### config.mk
export PLATFORM = sky130hd
export DESIGN_NAME = bus_arbiter_rr
export DESIGN_NICKNAME = d
export VERILOG_FILES = /design/src/rtl/bus_arbiter_rr.sv
export SDC_FILE = /design/constraint.sdc
export NUM_CORES = 1
export LEC_CHECK = 0
export ABC_AREA = 1
export BUFFER_PORTS_ARGS = -buffer_cell sky130_fd_sc_hd__buf_2
export CAP_MARGIN = 40
export CORE_AREA = 5 5 42 44
export CTS_BUF_LIST = sky130_fd_sc_hd__clkbuf_8
export CTS_CLUSTER_DIAMETER = 150
export DETAILED_ROUTE_END_ITERATION = 8
export DIE_AREA = 0 0 47 49
export HOLD_SLACK_MARGIN = 0.12
export PLACE_DENSITY = 0.62
export REMOVE_ABC_BUFFERS = 1
export SLEW_MARGIN = 20
export SYNTH_ARGS = -nofsm -noshare
export SYNTH_HDL_FRONTEND = slang
export SYNTH_SLANG_ARGS = --single-unit
### constraint.sdc
create_clock -name clk -period 1.9 [get_ports clk]
set_clock_uncertainty 0.1 [all_clocks]
set_input_delay 0 -clock clk [delete_from_list [all_inputs] [get_ports clk]]
set_output_delay 0 -clock clk [all_outputs]
set_load 0.02 [all_outputs]
### src/rtl/bus_arbiter_rr.sv
// bus_arbiter_rr: two-master round-robin bus arbiter with a hold limit.
//
// Ports:
//   clk        in   rising-edge clock
//   reset_n    in   asynchronous, active-low reset
//   m0_req     in   master 0 request (level)
//   m1_req     in   master 1 request (level)
//   m0_grant   out  master 0 owns the bus (registered)
//   m1_grant   out  master 1 owns the bus (registered)
//   grant_sel  out  data/address mux select, 0 = M0, 1 = M1; holds last owner when idle
//   handover   out  one-cycle pulse in the first cycle of every new grant
//
// Under continuous contention each master keeps the bus for exactly MAX_HOLD
// cycles before the other master takes over.
module bus_arbiter_rr #(
   parameter int unsigned MAX_HOLD = 8
) (
   input  logic clk,
   input  logic reset_n,
   input  logic m0_req,
   input  logic m1_req,
   output logic m0_grant,
   output logic m1_grant,
   output logic grant_sel,
   output logic handover
);

   localparam int unsigned CNT_W = $clog2(MAX_HOLD + 1);

   typedef enum logic [1:0] {
      ST_NONE = 2'd0,
      ST_M0   = 2'd1,
      ST_M1   = 2'd2
   } state_t;

   state_t             state_q, state_d;
   logic [CNT_W-1:0]   hold_cnt_q, hold_cnt_d;
   logic               last_owner_q, last_owner_d;   // 0 = M0, 1 = M1
   logic               grant_sel_q, grant_sel_d;
   logic               handover_q, handover_d;
   logic               hold_limit;

   // The switch fires on the last permitted cycle, so the counter never
   // reaches MAX_HOLD itself.
   assign hold_limit = (hold_cnt_q == CNT_W'(MAX_HOLD - 1));

   always_comb begin
      state_d      = state_q;
      hold_cnt_d   = '0;
      last_owner_d = last_owner_q;
      grant_sel_d  = grant_sel_q;
      handover_d   = 1'b0;

      case (state_q)
         ST_NONE: begin
            // On contention the master that did not own the bus last wins.
            if (m0_req && (!m1_req || last_owner_q)) state_d = ST_M0;
            else if (m1_req)                         state_d = ST_M1;
         end
         ST_M0: begin
            if (!m0_req)                   state_d = m1_req ? ST_M1 : ST_NONE;
            else if (m1_req && hold_limit) state_d = ST_M1;
         end
         ST_M1: begin
            if (!m1_req)                   state_d = m0_req ? ST_M0 : ST_NONE;
            else if (m0_req && hold_limit) state_d = ST_M0;
         end
         default: state_d = ST_NONE;
      endcase

      if (state_d != state_q) begin
         if (state_d == ST_M0) begin
            last_owner_d = 1'b0;
            grant_sel_d  = 1'b0;
            handover_d   = 1'b1;
         end else if (state_d == ST_M1) begin
            last_owner_d = 1'b1;
            grant_sel_d  = 1'b1;
            handover_d   = 1'b1;
         end
      end else if ((state_q == ST_M0 && m1_req) || (state_q == ST_M1 && m0_req)) begin
         // Only contended cycles of a continuing grant count toward the limit.
         hold_cnt_d = hold_cnt_q + CNT_W'(1);
      end
   end

   always_ff @(posedge clk or negedge reset_n) begin
      if (!reset_n) begin
         state_q      <= ST_NONE;
         hold_cnt_q   <= '0;
         last_owner_q <= 1'b1;
         grant_sel_q  <= 1'b0;
         handover_q   <= 1'b0;
      end else begin
         state_q      <= state_d;
         hold_cnt_q   <= hold_cnt_d;
         last_owner_q <= last_owner_d;
         grant_sel_q  <= grant_sel_d;
         handover_q   <= handover_d;
      end
   end

   assign m0_grant  = (state_q == ST_M0);
   assign m1_grant  = (state_q == ST_M1);
   assign grant_sel = grant_sel_q;
   assign handover  = handover_q;

endmodule

## Word level (Yosys, flattened, before mapping)

Cells that the tools add are included.

- Register bits after elaboration: 9
- Output and inout port bits: 4
- Word-level logic and storage cells: 39
- Input bits: 4

- Reductions and logical operators: 11
- $add $sub $neg: 1
- Mux-type cells: 16
- Eq/ne operators: 6

Operators by type and width:

| operator | number |
|---|---|
| two-way mux 2 bit | 7 |
| two-way mux 4 bit | 2 |
| two-way mux 1 bit | 6 |
| case mux 2 bit (3 select lines) | 1 |
| logical AND 1 bit | 5 |
| adder 4 x 1 -> 4 bit (second input constant) | 1 |
| equality test 2 x 1 -> 1 bit (second input constant) | 2 |
| equality test 2 bit (second input constant) | 2 |
| equality test 4 x 3 -> 1 bit (second input constant) | 1 |
| zero test 2 bit | 1 |
| logical OR 1 bit | 2 |
| != test 2 bit | 1 |
| AND reduction 2 bit | 1 |
| nonzero test 2 bit | 1 |
| zero test 1 bit | 1 |

## Logic depth before layout (Yosys ltp)

Gate-level depths: netlist (run 1).

- Depth in word-level cells: 9
- Mapped depth: 12
- Depth with buffers taken out: 11

## Worst setup path before layout (run 1)

No wires, ideal clock.

- Path kind: register -> register
- Start point: register hold_cnt_q[0]
- End point: register grant_sel_q (netlist: grant_sel)
- Path buffers: 0
- Required time: 1.682 ns
- Arrival time: 1.536 ns
- Slack: 0.146 ns
- Cell stages (with the launch flop): 12
- Clock period less this slack: 1.754 ns
- Library setup time: 0.118 ns
- Cells stage by stage: dfrtp_1 -> ha_1 -> nand4_1 -> nand2_1 -> nor2_1 -> nand2_1 -> o311ai_0 -> ha_1 -> inv_1 -> nand2_2 -> nand2_1 -> nand2_1

- Longest elaborated chain between the ends: 8
- Elaborated cells on any way between the ends: 14
- Classes of those cells: eq/ne: 4; mux: 6; reduce/logical: 4

Ends and longest elaborated chain:

| what | RTL line | text |
|---|---|---|
| from (decl) | 37 | `logic [CNT_W-1:0] hold_cnt_q, hold_cnt_d;` |
| from (signal assigned) | 96 | `hold_cnt_q <= hold_cnt_d;` |
| equality test 4 x 3 -> 1 bit * | 45 | `assign hold_limit = (hold_cnt_q == CNT_W'(MAX_HOLD - 1));` |
| logical AND 1 bit, on equally long branches | 66, 62 |  |
| two-way mux 2 bit, on equally long branches | 66, 62 |  |
| two-way mux 2 bit, on equally long branches | 65, 61 |  |
| case mux 2 bit (3 select lines) * | 54 | `case (state_q)` |
| named net state_d[0] | 36 | `state_t state_q, state_d;` |
| equality test 2 x 1 -> 1 bit or equality test 2 bit (tied branches) | 72, 76 |  |
| nonzero test 2 bit (no line) | -- |  |
| AND reduction 2 bit (no line) | -- |  |
| to (signal assigned) | 98 | `grant_sel_q <= grant_sel_d;` |
| to (decl) | 39 | `logic grant_sel_q, grant_sel_d;` |

The timed path passes the listed nets; every way through them passes the cells marked *.
A chain may end at the register's enable or synchronous reset.

## Worst setup path in the final report (run 1)

Same ends and word-level chain as after synthesis.

==> results of run 1 <==
-- final cells by class --
class / count / area (um2)
Multi-Input combinational cell: 44 / 272.8
Clock inverter: 1 / 3.754
Clock buffer: 3 / 41.29
Fill cell: 147 / 686.9
Sequential cell: 9 / 226.5
Tap cell: 16 / 20.02
Inverter: 12 / 45.04
Timing Repair Buffer: 15 / 105.1
-- power by group through the flow --
stage          logic (mW)  clock network [mW]  registers [mW]
6_report            0.547               0.215           0.324
5_1_grt             0.619               0.237           0.335
4_1_cts             0.530               0.222           0.318
3_5_place_dp        0.523                   0           0.320
3_3_place_gp        0.512                   0           0.322
2_1_floorplan       0.368                   0           0.337
-- layer usage --
layer | track usage | vias to the layer above | share of wire
li1 | - | 246 | -
met1 | 0.1519 | 225 | 0.44
met2 | 0.1674 | 20 | 0.47
met3 | 0.02214 | 3 | 0.064
met4 | 0.06912 | 0 | 0.026
met5 | 0 | - | 0
-- worst paths after layout --
| check | to | startpoint | slack [ps] |
|---|---|---|---|
| setup / recovery | grant_sel | hold_cnt_q[0] | 130 |
| min in group clk | last_owner_q | last_owner_q | 370 |
| max in group asynchronous | hold_cnt_q[3] | reset_n | 770 |
| setup reg to reg | grant_sel | hold_cnt_q[0] | 130 |
| hold reg to reg | last_owner_q | last_owner_q | 370 |
| hold / removal | last_owner_q | reset_n | 150 |
-- timing repair --
| item | in CTS | in global routing |
|---|---|---|
| buffers inserted | 0 | 1 |
| hold buffers | 3 | 1 |
| endpoints found under the hold margin | 11 | 1 |
| resized for setup | 0 | 4 |
| endpoints found under the setup margin | 0 | 3 |
-- registers in the layout, summed over array words and instances (netlist names) --
signal        count
grant_sel         1
handover          1
hold_cnt_q        4
last_owner_q      1
state_q           2
-- cells by family after synthesis --
group / count (synthesis) / synth area share
and+or+nand+nor: 36 / 0.3463
buffers and inverters: 13 / 0.1032
DFF: 9 / 0.4151
AOI/OAI and AO/OA: 4 / 0.05736
xor gates and xnor gates: 2 / 0.03212
adders and majority gates: 2 / 0.04586
-- cell usage in the layout (no fill, tap or decap) --
| master | n |
|---|---|
| buf_2 | 7 |
| buf_4 | 4 |
| clkbuf_8 | 3 |
| dfrtp_1 | 8 |
| dfstp_2 | 1 |
| dlygate4sd3_1 | 4 |
| ha_1 | 1 |
| ha_2 | 1 |
| inv_1 | 10 |
| inv_2 | 3 |
| nand2_1 | 12 |
| nand2_2 | 4 |
| nand3_1 | 4 |
| nand3_2 | 1 |
| nand3_4 | 1 |
| nand4_1 | 3 |
| nor2_1 | 7 |
| nor2_2 | 1 |
| nor3_1 | 2 |
| nor3_2 | 1 |
| o211ai_1 | 1 |
| o21ai_2 | 1 |
| o22ai_1 | 1 |
| o311ai_2 | 1 |
| xnor2_1 | 1 |
| xor2_1 | 1 |
-- through the flow --
step | instance area [um2] | TNS (ps)
2_1_floorplan | 534.3 | 0
3_3_place_gp | 611.8 | 0
3_5_place_dp | 611.8 | 0
4_1_cts | 686.9 | 0
5_1_grt | 714.4 | -19.56
6_report | 714.4 | 0
-- worst reg2reg max path: stages (launching register included) --
cell      delay [ps]
dfrtp_1          380
ha_2             210
nand4_1           90
nand2_1           60
nor2_1           110
nand2_1           90
o311ai_2          90
ha_1             300
inv_2             60
nand2_2           60
nand2_1           60
nand2_1           40
==> results.sh, run 1 <==
export IMPL_outcome="completed"
export IMPL_fmax_mhz=565.6
export IMPL_syn_inst=66
export IMPL_drive_gt1_frac=0.3452
export IMPL_finalSetupViolCount=0
export IMPL_synth_main_ff_cell="dfrtp_1"
export IMPL_grt_max_degree=9
export IMPL_crit_fanout=3
export IMPL_p_seq_frac=0.298
export IMPL_crit_chain="ha_2, nand4_1, nand2_1, nor2_1, nand2_1, o311ai_2, ha_1, inv_2, nand2_2, nand2_1, nand2_1"
export IMPL_portBuffers=7
export IMPL_synth_seq_area_share=0.4151
export IMPL_yosysUniqueCellTypes=22
export IMPL_grt_usage=0.1152
export IMPL_critPathCaptureType="flop"
export IMPL_intPower_mw=0.6041
export IMPL_place_gp_congestion=0.7830
export IMPL_row_count=14
export IMPL_synth_area_leaders="dfrtp_1 37%, nand2_1 8.3%, inv_1 6.9%"
export IMPL_detail_route_first_pass_iterations=4
export IMPL_vias=494
export IMPL_ys_seq_elements=9
export IMPL_slew_violations=0
export IMPL_switching_share=0.4439
export IMPL_design_core_area_um2=1401
export IMPL_path_depth=11
export IMPL_start_util=0.3893
export IMPL_cts_sinks=9
export IMPL_power_density_nw_per_um2=1521
export IMPL_crit_required_ps=1920
export IMPL_clk_latency_ps=230
export IMPL_path_class="flop to flop"
export IMPL_worst_hold_slack_ps=149.5
export IMPL_cpMostUsedCell="nand2_1"
export IMPL_grt_overflow=0
export IMPL_area_growth_pct=30.96
export IMPL_ios=8
export IMPL_yosysMostFrequentCell="nand2_1"
export IMPL_netlist_area_um2=545.5
export IMPL_start_kind="flop"
export IMPL_clkPwrFrac=0.198
export IMPL_vias_per_cell=4.940
export IMPL_min_path_type="primary input to asynchronous set/reset pin"
export IMPL_comb_power_share=0.504
export IMPL_dp_hpwl_um=841.9
export IMPL_drt_iter0_markers=11
export IMPL_total_power_mw=1.086
export IMPL_dp_cells=91
export IMPL_crit_family="adder cells"
export IMPL_final_cells=100
export IMPL_critical_path_arrival_ps=1790
export IMPL_slew_headroom=0.7587
export IMPL_synth_top_area_share=0.3670
export IMPL_async_reset_ff_frac=1.000
export IMPL_clkTransAtPathRegs_ps=40
export IMPL_setup_ws_ps=131.9
export IMPL_synth_common_cells="12 x nand2_1, 10 x inv_1, 8 x dfrtp_1"
export IMPL_post_route_min_period_ps=1768
export IMPL_yosys_area_top_type="dfrtp_1"
export IMPL_p_switching_mw=0.4823
export IMPL_reg2reg_depth=11
export IMPL_grt_pass1_vias=484
export IMPL_wirelength_mm=1.159
export IMPL_cts_tree="built"
export IMPL_wl_per_cell_um=11.59
export IMPL_leakage_nw=0.3671
export IMPL_syn_avg_cell_area_um2=8.266
export IMPL_synth_edf_count=0
export IMPL_min_period_over_period=0.9306
export IMPL_vdd_drop_max_v=0.0008929
export IMPL_dp_slack_ps=18.97
export IMPL_die_w_um=47
export IMPL_antenna_cells=0
export IMPL_critPathMaxStageDelay_ps=380
export IMPL_hold_viol=0
export IMPL_drc_errors=0
export IMPL_dieArea_um2=2303
export IMPL_crit_slowest_cell="dfrtp_1"
export IMPL_root_buffer="clkbuf_8"
export IMPL_yosysWarnings=0
export IMPL_final_util=0.5098
export IMPL_cts_buffers_inserted=3
export IMPL_tightest_slew_ps=360.8
export IMPL_nets=91
export IMPL_cts_path_max_buffers=2
export IMPL_antenna_left=0
export IMPL_cap_violations=0
export IMPL_h_tree_depth=1
export IMPL_grt_pass1_wl_mm=1.959
export IMPL_cp_buffers_inverters=1
export IMPL_antenna_found_initial=0
export IMPL_die_y_um=49
(Power assumes the default switching activity.)
==> run 2: changes to the inputs <==
--- a/config.mk
+++ b/config.mk
@@ -15,7 +15,6 @@
 export DIE_AREA = 0 0 47 49
 export HOLD_SLACK_MARGIN = 0.12
 export PLACE_DENSITY = 0.62
-export REMOVE_ABC_BUFFERS = 1
 export SLEW_MARGIN = 20
 export SYNTH_ARGS = -nofsm -noshare
 export SYNTH_HDL_FRONTEND = slang
==> run 2 against run 1 <==
Count of clock-buffer cells in the layout unchanged. Setup slack worse by 19 ps. Final area down 0.70%. Largest cell class unchanged. Global-route usage down 0.87 points. Sequential cell count unchanged. Highest routed layer unchanged.
==> results.sh, run 2 (synthesis gave the netlist of run 1 again) <==
export IMPL_nets=87
export IMPL_finalSetupViolCount=0
export IMPL_clkTransAtPathRegs_ps=40
export IMPL_grt_overflow=0
export IMPL_crit_slowest_cell="dfrtp_1"
export IMPL_setup_ws_ps=113.3
export IMPL_antenna_found_initial=0
export IMPL_vias=458
export IMPL_cts_path_max_buffers=2
export IMPL_start_kind="flop"
export IMPL_final_common_cell="nand2_1"
export IMPL_cpMostUsedCell="nand2_1"
export IMPL_antenna_left=0
export IMPL_synth_fp_nets=72
export IMPL_outcome="completed"
export IMPL_dieArea_um2=2303
export IMPL_grt_pass1_vias=426
export IMPL_critPathCaptureType="flop"
export IMPL_grt_usage=0.1065
export IMPL_vias_per_cell=4.771
export IMPL_final_cell_mix="11 x nand2_1, 10 x inv_1, 8 x dfrtp_1"
export IMPL_crit_chain="ha_4, nand4_1, nand2_1, nor2_2, nand2_2, o311ai_4, ha_1, inv_2, nand2_2, nand2_1, nand2_1"
export IMPL_grt_pass1_wl_mm=1.766
export IMPL_die_w_um=47
export IMPL_top_regs="hold_cnt_q: 4 flops, state_q: 2 flops"
export IMPL_slew_violations=0
export IMPL_start_util=0.3893
export IMPL_fmax_mhz=559.7
export IMPL_cts_sinks=9
export IMPL_ios=8
export IMPL_row_count=14
export IMPL_crit_family="simple AND/OR/NAND/NOR gates"
export IMPL_crit_required_ps=1920
export IMPL_finalSetupTns_ps=0
export IMPL_final_cells=96
export IMPL_final_util=0.5063
export IMPL_total_power_mw=1.094
export IMPL_regMostFlops="hold_cnt_q"
export IMPL_crit_fanout=3
export IMPL_root_buffer="clkbuf_8"
export IMPL_drc_errors=0
export IMPL_dp_cells=88
export IMPL_drt_iter0_markers=4
export IMPL_post_route_min_period_ps=1787
export IMPL_critPathMaxStageDelay_ps=410
export IMPL_area_growth_pct=30.05
export IMPL_slew_headroom=0.7549
export IMPL_grt_max_degree=9
export IMPL_crit_reg2reg_launch="hold_cnt_q[0]"
export IMPL_critical_path_arrival_ps=1810
export IMPL_power_density_nw_per_um2=1542
export IMPL_dp_hpwl_um=758.7
export IMPL_largest_reg_flops=4
export IMPL_leakage_nw=0.3527
export IMPL_detail_route_first_pass_iterations=5
export IMPL_hold_viol=0
export IMPL_min_path_type="primary input to asynchronous set/reset pin"
export IMPL_dp_slack_ps=-28.93
export IMPL_h_tree_depth=1
export IMPL_design_core_area_um2=1401
export IMPL_tightest_slew_ps=366.4
export IMPL_path_class="flop to flop"
export IMPL_cap_violations=0
export IMPL_die_y_um=49
export IMPL_final_fill_count=148
export IMPL_crit_start="hold_cnt_q[0]"
export IMPL_cts_tree="built"
export IMPL_drive_gt1_frac=0.3375
export IMPL_place_gp_congestion=0.8126
export IMPL_min_period_over_period=0.9404
export IMPL_clk_latency_ps=230
export IMPL_antenna_cells=0
export IMPL_vdd_drop_max_v=0.0006893
export IMPL_cts_buffers_inserted=3
export IMPL_portBuffers=7
export IMPL_wirelength_mm=1.053
export IMPL_cp_buffers_inverters=1
export IMPL_wl_per_cell_um=10.97
[run 2: cell types whose count changed in the layout (fill, tap and decap cells not counted), sizes merged]
cell and change:
buf -4
[run 2: repair_timing]
item | in CTS | in global routing
buffers inserted | 0 | 0
pin swaps | 1 | 4
hold endpoints to repair | 12 | 0
resized for setup | 1 | 7
setup endpoints to repair | 1 | 3
hold buffers | 4 | 0
[run 2: worst paths after layout]
kind	cells after the start	slack, ps	to
max	11	110	grant_sel
min	2	140	last_owner_q
max reg2reg	11	110	grant_sel
min reg2reg	2	360	grant_sel
max in group asynchronous	3	770	state_q[0]
min in group clk	2	360	grant_sel
[run 2: where the power goes]
group / internal, mW / leakage, nW / total [mW] / switching, mW
Clock: 0.141 / 0.0269 / 0.214 / 0.0737
Sequential: 0.264 / 0.116 / 0.333 / 0.0690
Combinational: 0.201 / 0.210 / 0.547 / 0.346
[run 2: cell type report]
| class | count | area, um2 | area share |
|---|---|---|---|
| flip-flops and latches | 9 | 226.5 | 0.3192 |
| inverters | 12 | 45.04 | 0.06349 |
| clock inverters | 1 | 3.754 | 0.005291 |
| well taps | 16 | 20.02 | 0.02822 |
| clock buffers | 3 | 41.29 | 0.05820 |
| multi-input cells | 44 | 297.8 | 0.4198 |
| repair buffers | 11 | 75.07 | 0.1058 |
[run 2: metal layers]
layer  part of all wire  routed length (um)  global-route usage
met3              0.049                  52             0.03321
met1               0.47                 499              0.1535
met4              0.028                  29             0.07834
met2               0.45                 472              0.1267
met5                  0                   0                   0
[run 2: stage by stage]
step	hold WS, ps	area, um2
after floorplan	-395.6	545.5
after global placement	-241.4	589.3
after detailed placement	-236.8	589.3
after CTS	140.5	674.4
after global routing	161.8	709.4
final	142.9	709.4
